### config.mk
export PLATFORM = sky130hd
export DESIGN_NAME = tlp_rx
export DESIGN_NICKNAME = d
export VERILOG_FILES = /design/src/rtl/tlp_rx.sv
export SDC_FILE = /design/constraint.sdc
export NUM_CORES = 1
export LEC_CHECK = 0
export ABC_AREA = 1
export ABC_CLOCK_PERIOD_IN_PS = 1900
export CORE_AREA = 2 2 288 290
export CTS_BUF_LIST = sky130_fd_sc_hd__clkbuf_4 sky130_fd_sc_hd__clkbuf_8
export CTS_CLUSTER_SIZE = 8
export DETAILED_ROUTE_END_ITERATION = 6
export DIE_AREA = 0 0 290 292
export PLACE_DENSITY_LB_ADDON = 0.2
export SYNTH_ARGS = -nofsm -noshare
export SYNTH_HDL_FRONTEND = slang
export SYNTH_SLANG_ARGS = --single-unit
### constraint.sdc
create_clock -name clk -period 1.9 [get_ports clk]
set_input_delay 0.19 -clock clk [delete_from_list [all_inputs] [get_ports clk]]
set_output_delay 0.19 -clock clk [all_outputs]
set_load 0.005 [all_outputs]
### src/rtl/tlp_rx.sv
// TLP receive endpoint: decodes 4DW MWr/MRd headers into commands and forwards write payload beats.
// Latency: 1 cycle from an accepted beat to cmd_valid/out_valid; error pulses are 1 cycle, 1 cycle after the beat.
// Backpressure: in_ready drops while a command is pending (IDLE) or the payload register is full and not draining.
//
// Ports:
//   clk, rst_n                                     clock, async active-low reset
//   in_data/in_hdr/in_sop/in_eop/in_valid/in_ready TLP beat input (header sampled on SOP beat)
//   cmd_valid/cmd_ready/cmd_wr/cmd_addr/cmd_len    decoded command channel
//   out_data/out_valid/out_ready/out_last          write payload channel
//   err_unsup/err_len/err_framing                  one-cycle error pulses
module tlp_rx #(
    parameter int DOUBLE_WORD    = 32,
    parameter int HEADER_SIZE    = 4 * DOUBLE_WORD,
    parameter int TLP_DATA_WIDTH = 8 * DOUBLE_WORD
) (
    input  logic                      clk,
    input  logic                      rst_n,
    input  logic [TLP_DATA_WIDTH-1:0] in_data,
    input  logic [HEADER_SIZE-1:0]    in_hdr,
    input  logic                      in_sop,
    input  logic                      in_eop,
    input  logic                      in_valid,
    output logic                      in_ready,
    output logic                      cmd_valid,
    input  logic                      cmd_ready,
    output logic                      cmd_wr,
    output logic [63:0]               cmd_addr,
    output logic [10:0]               cmd_len,
    output logic [TLP_DATA_WIDTH-1:0] out_data,
    output logic                      out_valid,
    input  logic                      out_ready,
    output logic                      out_last,
    output logic                      err_unsup,
    output logic                      err_len,
    output logic                      err_framing
);

    localparam int DPB       = TLP_DATA_WIDTH / DOUBLE_WORD;
    localparam int DPB_SHIFT = $clog2(DPB);

    typedef enum logic [1:0] {
        IDLE,
        DATA,
        DROP
    } state_t;

    state_t      state, state_nxt;
    logic [7:0]  remaining, rem_nxt;
    // Held low for the first cycle after reset so in_ready reads 0 while in reset.
    logic        run;

    logic [2:0]  fmt;
    logic [4:0]  typ;
    logic [9:0]  len_raw;
    logic [10:0] len_dw;
    logic [11:0] len_round;
    logic [7:0]  nb;
    logic        is_mwr;
    logic        is_mrd;
    logic        accept;

    logic        load_cmd;
    logic        load_out;
    logic        last_nxt;
    logic        unsup_nxt;
    logic        len_nxt;
    logic        framing_nxt;

    // Header bits this block does not interpret (reserved/attr bits, DW1, DW3[1:0]).
    logic        unused_hdr;
    assign unused_hdr = ^{in_hdr[119:106], in_hdr[95:64], in_hdr[1:0]};

    assign fmt       = in_hdr[127:125];
    assign typ       = in_hdr[124:120];
    assign len_raw   = in_hdr[105:96];
    assign len_dw    = (len_raw == 10'd0) ? 11'd1024 : {1'b0, len_raw};
    assign len_round = {1'b0, len_dw} + 12'(DPB - 1);
    assign nb        = 8'(len_round >> DPB_SHIFT);
    assign is_mwr    = (fmt == 3'b011) && (typ == 5'd0);
    assign is_mrd    = (fmt == 3'b001) && (typ == 5'd0);
    assign accept    = in_valid && in_ready;

    always_ff @(posedge clk or negedge rst_n) begin
        if (!rst_n) begin
            state     <= IDLE;
            remaining <= 8'd0;
            run       <= 1'b0;
        end else begin
            state     <= state_nxt;
            remaining <= rem_nxt;
            run       <= 1'b1;
        end
    end

    always_comb begin
        state_nxt   = state;
        rem_nxt     = remaining;
        in_ready    = 1'b0;
        load_cmd    = 1'b0;
        load_out    = 1'b0;
        last_nxt    = 1'b0;
        unsup_nxt   = 1'b0;
        len_nxt     = 1'b0;
        framing_nxt = 1'b0;
        case (state)
            IDLE: begin
                // A new header needs both the command slot and the payload register free.
                in_ready = run && !cmd_valid && (!out_valid || out_ready);
                if (accept) begin
                    if (!in_sop) begin
                        framing_nxt = 1'b1;
                    end else if (!is_mwr && !is_mrd) begin
                        unsup_nxt = 1'b1;
                        if (!in_eop) state_nxt = DROP;
                    end else begin
                        load_cmd = 1'b1;
                        if (is_mrd) begin
                            if (!in_eop) begin
                                len_nxt   = 1'b1;
                                state_nxt = DROP;
                            end
                        end else begin
                            load_out = 1'b1;
                            // An early EOP still closes the payload stream cleanly.
                            last_nxt = (nb == 8'd1) || in_eop;
                            if (nb == 8'd1) begin
                                if (!in_eop) begin
                                    len_nxt   = 1'b1;
                                    state_nxt = DROP;
                                end
                            end else if (in_eop) begin
                                len_nxt = 1'b1;
                            end else begin
                                rem_nxt   = nb - 8'd1;
                                state_nxt = DATA;
                            end
                        end
                    end
                end
            end
            DATA: begin
                in_ready = !out_valid || out_ready;
                if (accept) begin
                    load_out    = 1'b1;
                    framing_nxt = in_sop;
                    rem_nxt     = remaining - 8'd1;
                    last_nxt    = (remaining == 8'd1) || in_eop;
                    if (remaining == 8'd1) begin
                        len_nxt   = !in_eop;
                        state_nxt = in_eop ? IDLE : DROP;
                    end else if (in_eop) begin
                        len_nxt   = 1'b1;
                        state_nxt = IDLE;
                    end
                end
            end
            DROP: begin
                in_ready = 1'b1;
                if (accept && in_eop) state_nxt = IDLE;
            end
            default: state_nxt = IDLE;
        endcase
    end

    // Command register: loaded only when empty, so no load/consume conflict.
    always_ff @(posedge clk or negedge rst_n) begin
        if (!rst_n) begin
            cmd_valid <= 1'b0;
            cmd_wr    <= 1'b0;
            cmd_addr  <= 64'd0;
            cmd_len   <= 11'd0;
        end else if (load_cmd) begin
            cmd_valid <= 1'b1;
            cmd_wr    <= is_mwr;
            cmd_addr  <= {in_hdr[63:32], in_hdr[31:2], 2'b00};
            cmd_len   <= len_dw;
        end else if (cmd_ready) begin
            cmd_valid <= 1'b0;
        end
    end

    // Payload register: reloads in the same cycle it drains for full throughput.
    always_ff @(posedge clk or negedge rst_n) begin
        if (!rst_n) begin
            out_valid <= 1'b0;
            out_data  <= '0;
            out_last  <= 1'b0;
        end else if (load_out) begin
            out_valid <= 1'b1;
            out_data  <= in_data;
            out_last  <= last_nxt;
        end else if (out_ready) begin
            out_valid <= 1'b0;
        end
    end

    always_ff @(posedge clk or negedge rst_n) begin
        if (!rst_n) begin
            err_unsup   <= 1'b0;
            err_len     <= 1'b0;
            err_framing <= 1'b0;
        end else begin
            err_unsup   <= unsup_nxt;
            err_len     <= len_nxt;
            err_framing <= framing_nxt;
        end
    end

endmodule
==> run metrics <==
GRT overflow=0; Num CTS Buffers=74; Total GRT Usage=~13%; status=completed; WP data arrival=2440 ps; Synth Flop Type=dfrtp_1; static leakage=12.61 nW; CTS max path bufs=3; simple-gate area share of the yosys netlist=30.15%; root buf cell=clkbuf_8; Port Buffers=between 600 and 700; MaxCap Viol Count=0; Synth Area in Adders=0.6206%; Core Rows=105; hold path startpoint=in_data[175]; Worst Path Required=2450 ps; final worst-path cycle share=99.67%; post-layout min period=1894 ps; post-detailed-placement half-perimeter wirelength=43.25 mm; Worst path max stage delay=380 ps; critical path, cell by cell=inv_2 -> nand2_2 -> o21ai_2 -> nand2_2 -> inv_4 -> nand4_4 -> nand2_8 -> buf_12 -> buf_16 -> clkbuf_16 -> nand2_1 -> nand2_1; Pwr Total=between 20 and 25 mW; largest cells by area after synthesis=dfrtp_1 (62%), nand2_1 (28%), buf_6 (2.5%); Boundary Pins=between 700 and 800; Yosys reg bits=347; post-synthesis to final-layout area growth=80.20%; Critical Path Start=state[1]$_DFFE_PN0P_; share of layout cells above drive strength 1=14.71%; Seq/Total Area, Yosys=61.52%; mean routed wirelength per cell=approximately 17 um; DRC=0; Max Slew Vio Count=0; CTS tree=built; Worst Setup Start Kind=register; die area=0.08468 mm2; Fin. Hold Viols=0; FF-to-FF path depth=12; number of DRC markers in iteration 0=481; Netlist cell types=31; reg2reg start=state[1]$_DFFE_PN0P_; vias per cell=between 3 and 4; gpl congestion=between 0.8 and 0.9; xor/xnor share of the synthesized area=0.3723%; RSZ-0062 raised after global routing=yes; Synth area leader=dfrtp_1; mapped cell area=around 0.014 mm2; total wire length=a little over 60 mm; largest family of logic cells by synthesized area=simple AND/OR/NAND/NOR gates; worst min path class=in2reg; Detailed Routing Iterations Pass 1=4; EDFF count, synth=0; largest net degree at the start of global routing=71; WP buf/inv=5; Max VDD drop=0.3828 mV; CORE AREA=roughly 0.082 mm2; first-pass GRT wire length=87.50 mm; Via Count=13510; Mean Syn Cell Area=between 8 and 9 um2; Die Width=~290 um; Die Ht=292 um; Post-Place Cell Area=0.02260 mm2; Post-Syn Instances=1620; setup violators final=0; Worst-path clk slew=60 ps; vias in the first global route=14220; post-synthesis compound-gate area fraction=1.551%; CP endpoint kind=register; starting density of the core=between 10% and 20%; Worst Skew=~33 ps; Synth async-reset ratio=100.0%; Final Instance Area=around 0.025 mm2; Power per Cell Area=787.0 mW/mm2; area share of the largest cell type after synthesis=61.52%; CTS Sinks=347; initial antenna violation count=8; slowest cell on the critical path=dfrtp_1; Yosys warning count=0; antenna viol nets, final=0; Hold Path Depth=3; Clk Latency, worst-skew pair=640 ps; Critical Path Stages=12; CP Max Fanout=7; crit path kind=reg2reg; FMAX=0.5281 GHz; critical path's top delay family=buffers and inverters; post-synthesis mux area share=0%; # nets final=about 2900; H-tree lvl count=3
state kept, by name, summed over array words and instances, names as in the netlist, 2 cells and up:
name       cells
out_data     256
cmd_addr      62
cmd_len       11
remaining      8
state          2
per-layer routing:
metal | routed length [um] | GRT usage (%) | up-vias
li1 | - | - | 6599
met1 | 25620 | 15.63 | 6355
met2 | 30490 | 22.69 | 432
met3 | 4031 | 4.133 | 116
met4 | 1881 | 5.628 | 6
met5 | 40 | 0 | -
cells in the mapped netlist, drive strengths merged (3+ instances only):
master / number
xnor2: 3
o21ai: 29
xor2: 3
nand2: 1040
a21oi: 7
inv: 41
ha: 7
clkbuf: 6
nand4: 7
nor2: 28
buf: 69
nand3: 24
dfrtp: 347
power breakdown:
group	switching (mW)	internal, mW	total (mW)
Clock	3.58	5.01	8.59
Combinational	1.31	1.93	3.23
Sequential	0.300	7.89	8.19
cells in the final DEF, fill, tap and decap left out, types with 5 or more instances in the layout:
| cell | n |
|---|---|
| inv_1 | 33 |
| clkbuf_8 | 89 |
| diode_2 | 5 |
| buf_6 | 18 |
| o21ai_0 | 22 |
| a21oi_1 | 6 |
| nand4_1 | 6 |
| clkbuf_4 | 25 |
| buf_12 | 21 |
| clkbuf_16 | 16 |
| nand2_1 | 969 |
| nand2_2 | 58 |
| dfrtp_1 | 346 |
| clkdlybuf4s50_1 | 673 |
| nand3_1 | 21 |
| buf_4 | 78 |
| ha_1 | 7 |
| nor2_1 | 20 |
| buf_16 | 7 |
| clkinv_2 | 8 |
| dlygate4sd3_1 | 13 |
| nor2_2 | 5 |
| nand2_4 | 12 |
through the flow:
step	setup WS [ps]	instances	util (%)	hold WS, ps	TNS, ps
2_1_floorplan	192.7	1621	-	-105.6	0
3_3_place_gp	-459.2	3396	27.70	88.32	-103220
3_5_place_dp	-426.5	3396	27.70	92.13	-99020
4_1_cts	-36.55	3543	29.89	0.06406	-201.3
5_1_grt	-88.69	3584	31.17	27.13	-8802
6_report	6.246	3584	31.17	95.28	0
final timing paths:
kind	endpoint	slack, ps
worst max-delay path	out_data[236]$_DFFE_PN0P_	6
max in group asynchronous	out_data[101]$_DFFE_PN0P_	1220
worst min-delay path	out_data[175]$_DFFE_PN0P_	100
min in group asynchronous	out_data[118]$_DFFE_PN0P_	180
worst max register to register	out_data[236]$_DFFE_PN0P_	6
worst min register to register	cmd_addr[33]$_DFFE_PN0P_	470
kinds of logic after synthesis:
| kind of cell | after synthesis |
|---|---|
| flops | 347 |
| fa+ha+maj | 7 |
| xor+xnor | 6 |
| other cells | 2 |
| buf+inv | 116 |
| simple gates | 1102 |
| compound gates | 40 |
worst reg2reg max path, stage by stage (launching register included):
cell	delay, ps
dfrtp_1	380
inv_2	90
nand2_2	60
o21ai_2	160
nand2_2	90
inv_4	90
nand4_4	130
nand2_8	180
buf_12	190
buf_16	150
clkbuf_16	180
nand2_1	60
nand2_1	60
cell type report:
cell class / instances / area, um2
Timing Repair inverter: 1 / 16.27
Tap cell: 1070 / 1339
Fill cell: 8527 / 56150
Antenna cell: 5 / 12.51
Clock buffer: 114 / 1413
Inverter: 41 / 192.7
Timing Repair Buffer: 831 / 8718
Multi-Input combinational cell: 1159 / 4905
Clock inverter: 16 / 152.6
Sequential cell: 347 / 8685
what timing repair did:
action,in CTS,in global routing
setup buffers,3,11
hold endpoints to repair,343,0
pin swaps,2,46
endpoints found under the setup margin,210,321
gates cloned,0,26
hold buffers,14,0
resized for setup,16,125
Power figures use the tool's default switching activity.
